===== src/rtl/dump_pkg.sv =====
// Shared types for the end-of-run dump sequencer: record tags, FSM states and the record payload.
package dump_pkg;

  localparam int unsigned DATA_W = 32;
  localparam int unsigned KIND_W = 2;

  typedef logic [KIND_W-1:0] kind_t;

  localparam kind_t KIND_PC  = 2'd0;
  localparam kind_t KIND_REG = 2'd1;
  localparam kind_t KIND_MEM = 2'd2;

  typedef enum logic [1:0] {
    RUN  = 2'd0,
    DREG = 2'd1,
    DMEM = 2'd2,
    DONE = 2'd3
  } state_e;

  typedef struct packed {
    kind_t             kind;
    logic [DATA_W-1:0] data;
  } rec_t;

endpackage


===== src/rtl/dump_out_slot.sv =====
// Single-entry output register: accepts a record when empty or draining, holds it under back-pressure.
module dump_out_slot
  import dump_pkg::*;
(
  input  logic clk,
  input  logic reset,
  input  logic load_i,
  input  rec_t rec_i,
  input  logic ready_i,
  output logic valid_o,
  output rec_t rec_o,
  output logic free_c_o
);

  logic valid_q, valid_d;
  rec_t rec_q, rec_d;

  assign free_c_o = !valid_q || ready_i;

  always_comb begin
    valid_d = valid_q;
    rec_d   = rec_q;
    if (valid_q && ready_i) begin
      valid_d = 1'b0;
    end
    if (load_i && free_c_o) begin
      valid_d = 1'b1;
      rec_d   = rec_i;
    end
  end

  always_ff @(posedge clk) begin
    if (!reset) begin
      valid_q <= 1'b0;
      rec_q   <= '0;
    end else begin
      valid_q <= valid_d;
      rec_q   <= rec_d;
    end
  end

  assign valid_o = valid_q;
  assign rec_o   = rec_q;

endmodule


===== src/rtl/dump_sequencer.sv =====
// End-of-run observer: streams fetch PCs while the program runs, then dumps the register file
// and a data-memory window as tagged, back-pressured records.
module dump_sequencer
  import dump_pkg::*;
#(
  parameter int unsigned NREGS     = 32,
  parameter logic [31:0] MEM_BASE  = 32'h4000,
  parameter int unsigned MEM_WORDS = 4,
  parameter int unsigned TIMEOUT   = 64
) (
  input  logic        clk,
  input  logic        reset,
  input  logic [31:0] pc,
  input  logic [31:0] inst,
  output logic [4:0]  rf_raddr,
  input  logic [31:0] rf_rdata,
  output logic [31:0] mem_raddr,
  input  logic [31:0] mem_rdata,
  output logic        out_valid,
  input  logic        out_ready,
  output logic [1:0]  out_kind,
  output logic [31:0] out_data,
  output logic [15:0] drop_cnt,
  output logic        done
);

  localparam int unsigned IDX_W  = 32;
  localparam int unsigned CNT_W  = 32;
  localparam int unsigned DROP_W = 16;

  state_e              state_q, state_d;
  logic [IDX_W-1:0]    idx_q, idx_d;
  logic [CNT_W-1:0]    cnt_q, cnt_d;
  logic [DROP_W-1:0]   drop_q, drop_d;
  logic                done_q, done_d;
  logic                load_c;
  rec_t                rec_c;
  rec_t                slot_rec;
  logic                slot_free_c;

  dump_out_slot u_slot (
    .clk      (clk),
    .reset    (reset),
    .load_i   (load_c),
    .rec_i    (rec_c),
    .ready_i  (out_ready),
    .valid_o  (out_valid),
    .rec_o    (slot_rec),
    .free_c_o (slot_free_c)
  );

  // Read ports only sweep while their dump phase is active.
  assign rf_raddr  = (state_q == DREG) ? idx_q[4:0] : 5'd0;
  assign mem_raddr = (state_q == DMEM) ? (MEM_BASE + idx_q) : MEM_BASE;

  always_comb begin
    state_d = state_q;
    idx_d   = idx_q;
    cnt_d   = cnt_q;
    drop_d  = drop_q;
    done_d  = done_q;
    load_c  = 1'b0;
    rec_c   = '0;
    case (state_q)
      RUN: begin
        cnt_d = cnt_q + CNT_W'(1);
        if (slot_free_c) begin
          load_c = 1'b1;
          rec_c  = '{kind: KIND_PC, data: pc};
        end else if (drop_q != {DROP_W{1'b1}}) begin
          drop_d = drop_q + DROP_W'(1);
        end
        // Exact compare: an unknown instruction must not end the run.
        if ((inst === 32'h0) || (cnt_q == CNT_W'(TIMEOUT - 1))) begin
          state_d = DREG;
          idx_d   = '0;
        end
      end
      DREG: begin
        if (slot_free_c) begin
          load_c = 1'b1;
          rec_c  = '{kind: KIND_REG, data: rf_rdata};
          if (idx_q == IDX_W'(NREGS - 1)) begin
            idx_d   = '0;
            state_d = DMEM;
          end else begin
            idx_d = idx_q + IDX_W'(1);
          end
        end
      end
      DMEM: begin
        if (slot_free_c) begin
          load_c = 1'b1;
          rec_c  = '{kind: KIND_MEM, data: mem_rdata};
          if (idx_q == IDX_W'(MEM_WORDS - 1)) begin
            idx_d   = '0;
            state_d = DONE;
          end else begin
            idx_d = idx_q + IDX_W'(1);
          end
        end
      end
      DONE: begin
        // Nothing loads here, so a free slot means it is empty after this edge.
        if (slot_free_c) begin
          done_d = 1'b1;
        end
      end
      default: begin
        state_d = RUN;
      end
    endcase
  end

  always_ff @(posedge clk) begin
    if (!reset) begin
      state_q <= RUN;
      idx_q   <= '0;
      cnt_q   <= '0;
      drop_q  <= '0;
      done_q  <= 1'b0;
    end else begin
      state_q <= state_d;
      idx_q   <= idx_d;
      cnt_q   <= cnt_d;
      drop_q  <= drop_d;
      done_q  <= done_d;
    end
  end

  assign out_kind = slot_rec.kind;
  assign out_data = slot_rec.data;
  assign drop_cnt = drop_q;
  assign done     = done_q;

endmodule


===== config.mk =====
export PLATFORM = sky130hd
export DESIGN_NAME = dump_sequencer
export DESIGN_NICKNAME = d
export VERILOG_FILES = /design/src/rtl/dump_pkg.sv /design/src/rtl/dump_out_slot.sv /design/src/rtl/dump_sequencer.sv
export SDC_FILE = /design/constraint.sdc
export NUM_CORES = 1
export LEC_CHECK = 0
export ABC_AREA = 1
export CAP_MARGIN = 20
export CORE_MARGIN = 5
export CORE_UTILIZATION = 55
export CTS_BUF_LIST = sky130_fd_sc_hd__clkbuf_4
export DETAILED_ROUTE_END_ITERATION = 8
export PLACE_DENSITY = 0.89
export SLEW_MARGIN = 0
export SYNTH_ARGS = -nofsm -noshare
export SYNTH_HDL_FRONTEND = slang
export SYNTH_HIERARCHICAL = 1
export SYNTH_SLANG_ARGS = --single-unit

===== constraint.sdc =====
create_clock -name clk -period 4.5 [get_ports clk]
set_input_delay 0.9 -clock clk [delete_from_list [all_inputs] [get_ports clk]]
set_output_delay 0.9 -clock clk [all_outputs]
set_load 0.01 [all_outputs]

After elaboration in Yosys (flattened, before gate mapping)
Index checks and enable logic that the tools add are counted.

operators by class
  reduce and logical (&&, ||, !) cells = 13
  $add $sub $neg = 4
  eq/ne operators = 13
  bitwise operators = 1
  mux-type cells = 22

operators by type and width
  operator                                                                 number
  32-bit two-way mux                                                       7
  34-bit case mux with 3 select lines                                      1
  32-bit case mux with 3 select lines                                      1
  32-bit by 1-bit adder with 32-bit output, second input constant          2
  34-bit two-way mux                                                       1
  33-bit two-way mux                                                       1
  15-bit by 32-bit adder with 32-bit output, first input constant          1
  32-bit by 2-bit equality test with 1-bit output, second input constant   1
  32-bit by 5-bit equality test with 1-bit output, second input constant   1
  32-bit by 6-bit equality test with 1-bit output, second input constant   1
  32-bit by 1-bit === test with 1-bit output, second input constant        1
  16-bit by 1-bit adder with 16-bit output, second input constant          1
  16-bit inequality test, second input constant                            1
  2-bit two-way mux                                                        5
  2-bit by 1-bit inequality test with 1-bit output, second input constant  4
  2-bit case mux with 3 select lines                                       1
  6-bit AND reduction                                                      1
  5-bit two-way mux                                                        1
  2-bit equality test, second input constant                               2
  1-bit two-way mux                                                        4
  4-bit AND reduction                                                      1
  3-bit AND reduction                                                      1
  3-bit nonzero test                                                       1
  3-bit OR reduction                                                       1
  other kinds (9)                                                          11

storage, ports and cells
  output and inout bits = 89
  logic and storage cells = 61
  register bits after elaboration = 118
  input port bits = 131

Logic depth before layout (Yosys ltp)
  depth in word-level cells = 6
  mapped depth = 14
  depth with buffers taken out = 12

Modules after synthesis
The synthesis kept the hierarchy.

modules (own cells, without submodules)
  module          cells an instance  sequential area each (um2)  area an instance (um2)  instances
  dump_sequencer  1207               1661.6                      6672.6                  1
  dump_out_slot   228                700.7                       1610.3                  1

Worst setup path before layout
Ideal clock, no wire load.

  path type = reg-to-output
  start point = register state_q[0]
  end point = output port mem_raddr[27]
  path slack = 2083 ps
  data required time = 3600 ps
  arrival = 1517 ps
  cell stages (with the launch flop) = 8
  buffers on the path = 3
  cells stage by stage = dfxtp_1 > inv_1 > ha_1 > buf_4 > clkbuf_1 > clkbuf_1 > o21ai_0 > a21oi_1

on the way
  longest elaborated chain between the ends = 2

ends and longest elaborated chain
  what                    RTL line               RTL
  start, declared         dump_sequencer.sv:31   state_e state_q, state_d;
  start signal, assigned  dump_sequencer.sv:123  state_q <= state_d;
  2-bit equality test     dump_sequencer.sv:54   assign mem_raddr = (state_q == DMEM) ? (MEM_BASE + idx_q) : MEM_BASE;
  32-bit two-way mux      dump_sequencer.sv:54
  end, declared           dump_sequencer.sv:17   output logic [31:0] mem_raddr,

Every way passes these cells.

Worst setup path after layout
  start point = register idx_q[14]
  end point = output port mem_raddr[30]

on the way
  longest elaborated chain between the ends = 2

ends and longest elaborated chain
  what                                       RTL line               RTL
  start, declared                            dump_sequencer.sv:32   logic [IDX_W-1:0] idx_q, idx_d;
  start signal, assigned                     dump_sequencer.sv:124  idx_q <= idx_d;
  15-bit by 32-bit adder with 32-bit output  dump_sequencer.sv:54
  32-bit two-way mux                         dump_sequencer.sv:54

Every way passes these cells.

==> flow_metrics.env <==
export IMPL_regToRegStartpoint="state_q[0]"
export IMPL_dpl_hpwl_um=19300
export IMPL_rsz0062_at_grt="false"
export IMPL_final_setup_viol_count=0
export IMPL_ys_types=43
export IMPL_fin_util=0.737
export IMPL_synth_top_cells_by_count="423 x nand2_1, 215 x inv_1, 210 x nor2_1, 118 x dfxtp_1, 113 x nand3_1"
export IMPL_crit_family="simple AND/OR/NAND/NOR gates"
export IMPL_clock_sinks=118
export IMPL_antenna_found_initial=3
export IMPL_dieArea_sq_um=17600
export IMPL_power_total_mw=3.28
export IMPL_rows=44
export IMPL_power_density_nw_per_um2=304
export IMPL_drtAntennaViolNets=0
export IMPL_whs_endpoint="cnt_q[31]"
export IMPL_p_leak_nw=4.88
export IMPL_yosysSeqAreaShare=0.285
export IMPL_post_drt_wl_per_cell_um=14.1
export IMPL_hp_class="reg2reg"
export IMPL_worstSkewPairLatency_ps=550
export IMPL_fmax_mhz=277
export IMPL_min_period_ps=3610
export IMPL_yosys_warnings=6
export IMPL_worstHoldStart="cnt_q[31]"
export IMPL_path_cells="ha_1 -> nand3_1 -> nor2_1 -> nand3_1 -> a21oi_1 -> clkdlybuf4s50_1"
export IMPL_clk_path_buf_depth=2
export IMPL_ioPinCount=220
export IMPL_ir_drop_mv=0.218
export IMPL_area_growth_syn_to_layout_pct=30.3
export IMPL_crit_arrival_ps=2710
export IMPL_dp_cells=1791
export IMPL_rr_endpoint="idx_q[15]"
export IMPL_critPathCaptureType="output pin"
export IMPL_critPathLaunchType="register"
export IMPL_drt_iter0_markers=785
export IMPL_worst_ep_required_time_ps=3600
export IMPL_yosys_area_top_type="dfxtp_1"
export IMPL_finalSetupTns_ps=0
export IMPL_synthCells=1435
export IMPL_die_h_um=133
export IMPL_reg2regPathDepth=12
export IMPL_clockRootBuffer="clkbuf_4"
export IMPL_relSlewSlack=0.328
export IMPL_start_util=0.566
export IMPL_synth_top_cell_area_share=0.285
export IMPL_crit_fanout=6
export IMPL_worst_pin_slew_ps=1010
export IMPL_yosysMostFrequentCell="nand2_1"
export IMPL_multi_input_area_sq_um=4780
export IMPL_critPathKind="reg2out"
export IMPL_hold_buffers=0
export IMPL_final_hold_viol_count=0
export IMPL_postCtsSetupBuffers=0
export IMPL_port_buffers=219
export IMPL_grt_usage=0.281
export IMPL_fin_worst_skew_ps=13.7
export IMPL_cts_tree="done"
export IMPL_crit_slowest_cell="clkdlybuf4s50_1"
export IMPL_dr_pass1_iters=6
export IMPL_regArea_sq_um=2360
export IMPL_cpMostUsedCell="nand3_1"
export IMPL_place_gp_congestion=0.941
export IMPL_cts_inserted_buffers=17
export IMPL_clk_pin_slew_ps=120
export IMPL_vias=9612
export IMPL_syn_nets=1577
export IMPL_syn_avg_cell_area_sq_um=5.77
export IMPL_crit_buf_inv=1
export IMPL_synth_seq_cells=118
export IMPL_synth_flop_cell="dfxtp_1"
export IMPL_ctsResizeCount=0
export IMPL_outcome="finished clean"
export IMPL_first_global_vias=8578
export IMPL_reg2reg_slack_ps=1640
export IMPL_synth_edf_count=0
export IMPL_ctsHtreeMaxLevel=4
export IMPL_netlist_area_sq_um=8280
export IMPL_nets=1768
export IMPL_layout_drive_gt1_share=0.0555
export IMPL_ys_top_cells_by_area="dfxtp_1 29%, nand2_1 19%, inv_1 9.7%"
export IMPL_grt_max_degree=70
export IMPL_finalCritPeriodShare=0.803
export IMPL_grt_ovfl_total=0
export IMPL_min_path_cells=2
export IMPL_crit_start="idx_q[14]"
export IMPL_fill_cells=1269
export IMPL_synth_async_sr_flop_share=0
export IMPL_max_stage_delay_ps=570
export IMPL_stdcell_count=1826
export IMPL_wirelength_um=25700
export IMPL_vias_per_cell=5.26
export IMPL_maxCapViolations=0
export IMPL_slew_viol_final=0
export IMPL_drc=0
export IMPL_grt_pass1_wl_um=41100
export IMPL_die_w_um=133
export IMPL_core_sq_um=14600
export IMPL_placed_cell_area_sq_um=10500
export IMPL_finish_instance_area_sq_um=10800
==> state kept, by name, indices dropped and copies added (netlist names) <==
name,cells
u_slot/valid_o,1
idx_q,32
u_slot/rec_o,34
state_q,2
cnt_q,32
drop_cnt,16
done,1
==> worst max path at each step <==
| stage | slack [ps] | to | cells past startpoint |
|---|---|---|---|
| floorplan | 2080 | mem_raddr[27] | 7 |
| global placement | 1320 | idx_q[3] | 12 |
| detailed placement | 1290 | idx_q[3] | 12 |
| CTS | 890 | mem_raddr[30] | 6 |
| global route | 710 | mem_raddr[30] | 6 |
| finish | 890 | mem_raddr[30] | 6 |
==> tightest hold or removal path, cell delays in order, from the launching register on <==
cell	delay, ps
dfxtp_1	320
inv_1	70
a21oi_1	60
==> layout make-up <==
cell class,instances,share of cell area
antenna,3,0.000695
clock buffer,18,0.0125
clock inverter,14,0.0161
inverter,225,0.0782
multi-input combinational,1035,0.443
tap,184,0.0213
sequential,118,0.219
timing repair buffer,229,0.210
==> cells in the final DEF, fill, tap and decap left out, types with 10 or more instances in the layout <==
master,instances
nand3_1,113
clkdlybuf4s50_1,218
a21oi_1,94
clkbuf_4,18
nand4_1,29
ha_1,11
nor2_1,209
a21oi_2,12
nand2_1,423
inv_1,215
o21ai_0,46
dfxtp_1,118
buf_4,10
nor3_1,29
==> cells by family after synthesis <==
logic type                 synth area share
and+or+nand+nor                       0.436
buffers and inverters                 0.139
AOI/OAI and AO/OA                     0.114
DFF                                   0.285
adders and majority gates            0.0166
xor gates and xnor gates            0.00952
==> per-layer routing <==
layer / up-vias / GRT usage / wire length, um
met4: 0 / 0.0987 / 654
li1: 4872 / - / -
met2: 450 / 0.479 / 12200
met1: 4240 / 0.341 / 10100
met5: - / 0 / 0
met3: 50 / 0.0786 / 2640
==> metrics by stage <==
step           hold WS [ps]  setup WS, ps
3_3_place_gp            451          1320
3_5_place_dp            463          1290
2_1_floorplan           443          2080
4_1_cts                 482           891
5_1_grt                 519           706
6_report                480           886
==> power by group <==
part	internal [mW]	switching, mW
Clock	0.395	0.443
Sequential	1.11	0.0488
Combinational	0.487	0.796
Power figures use the tool's default switching activity.
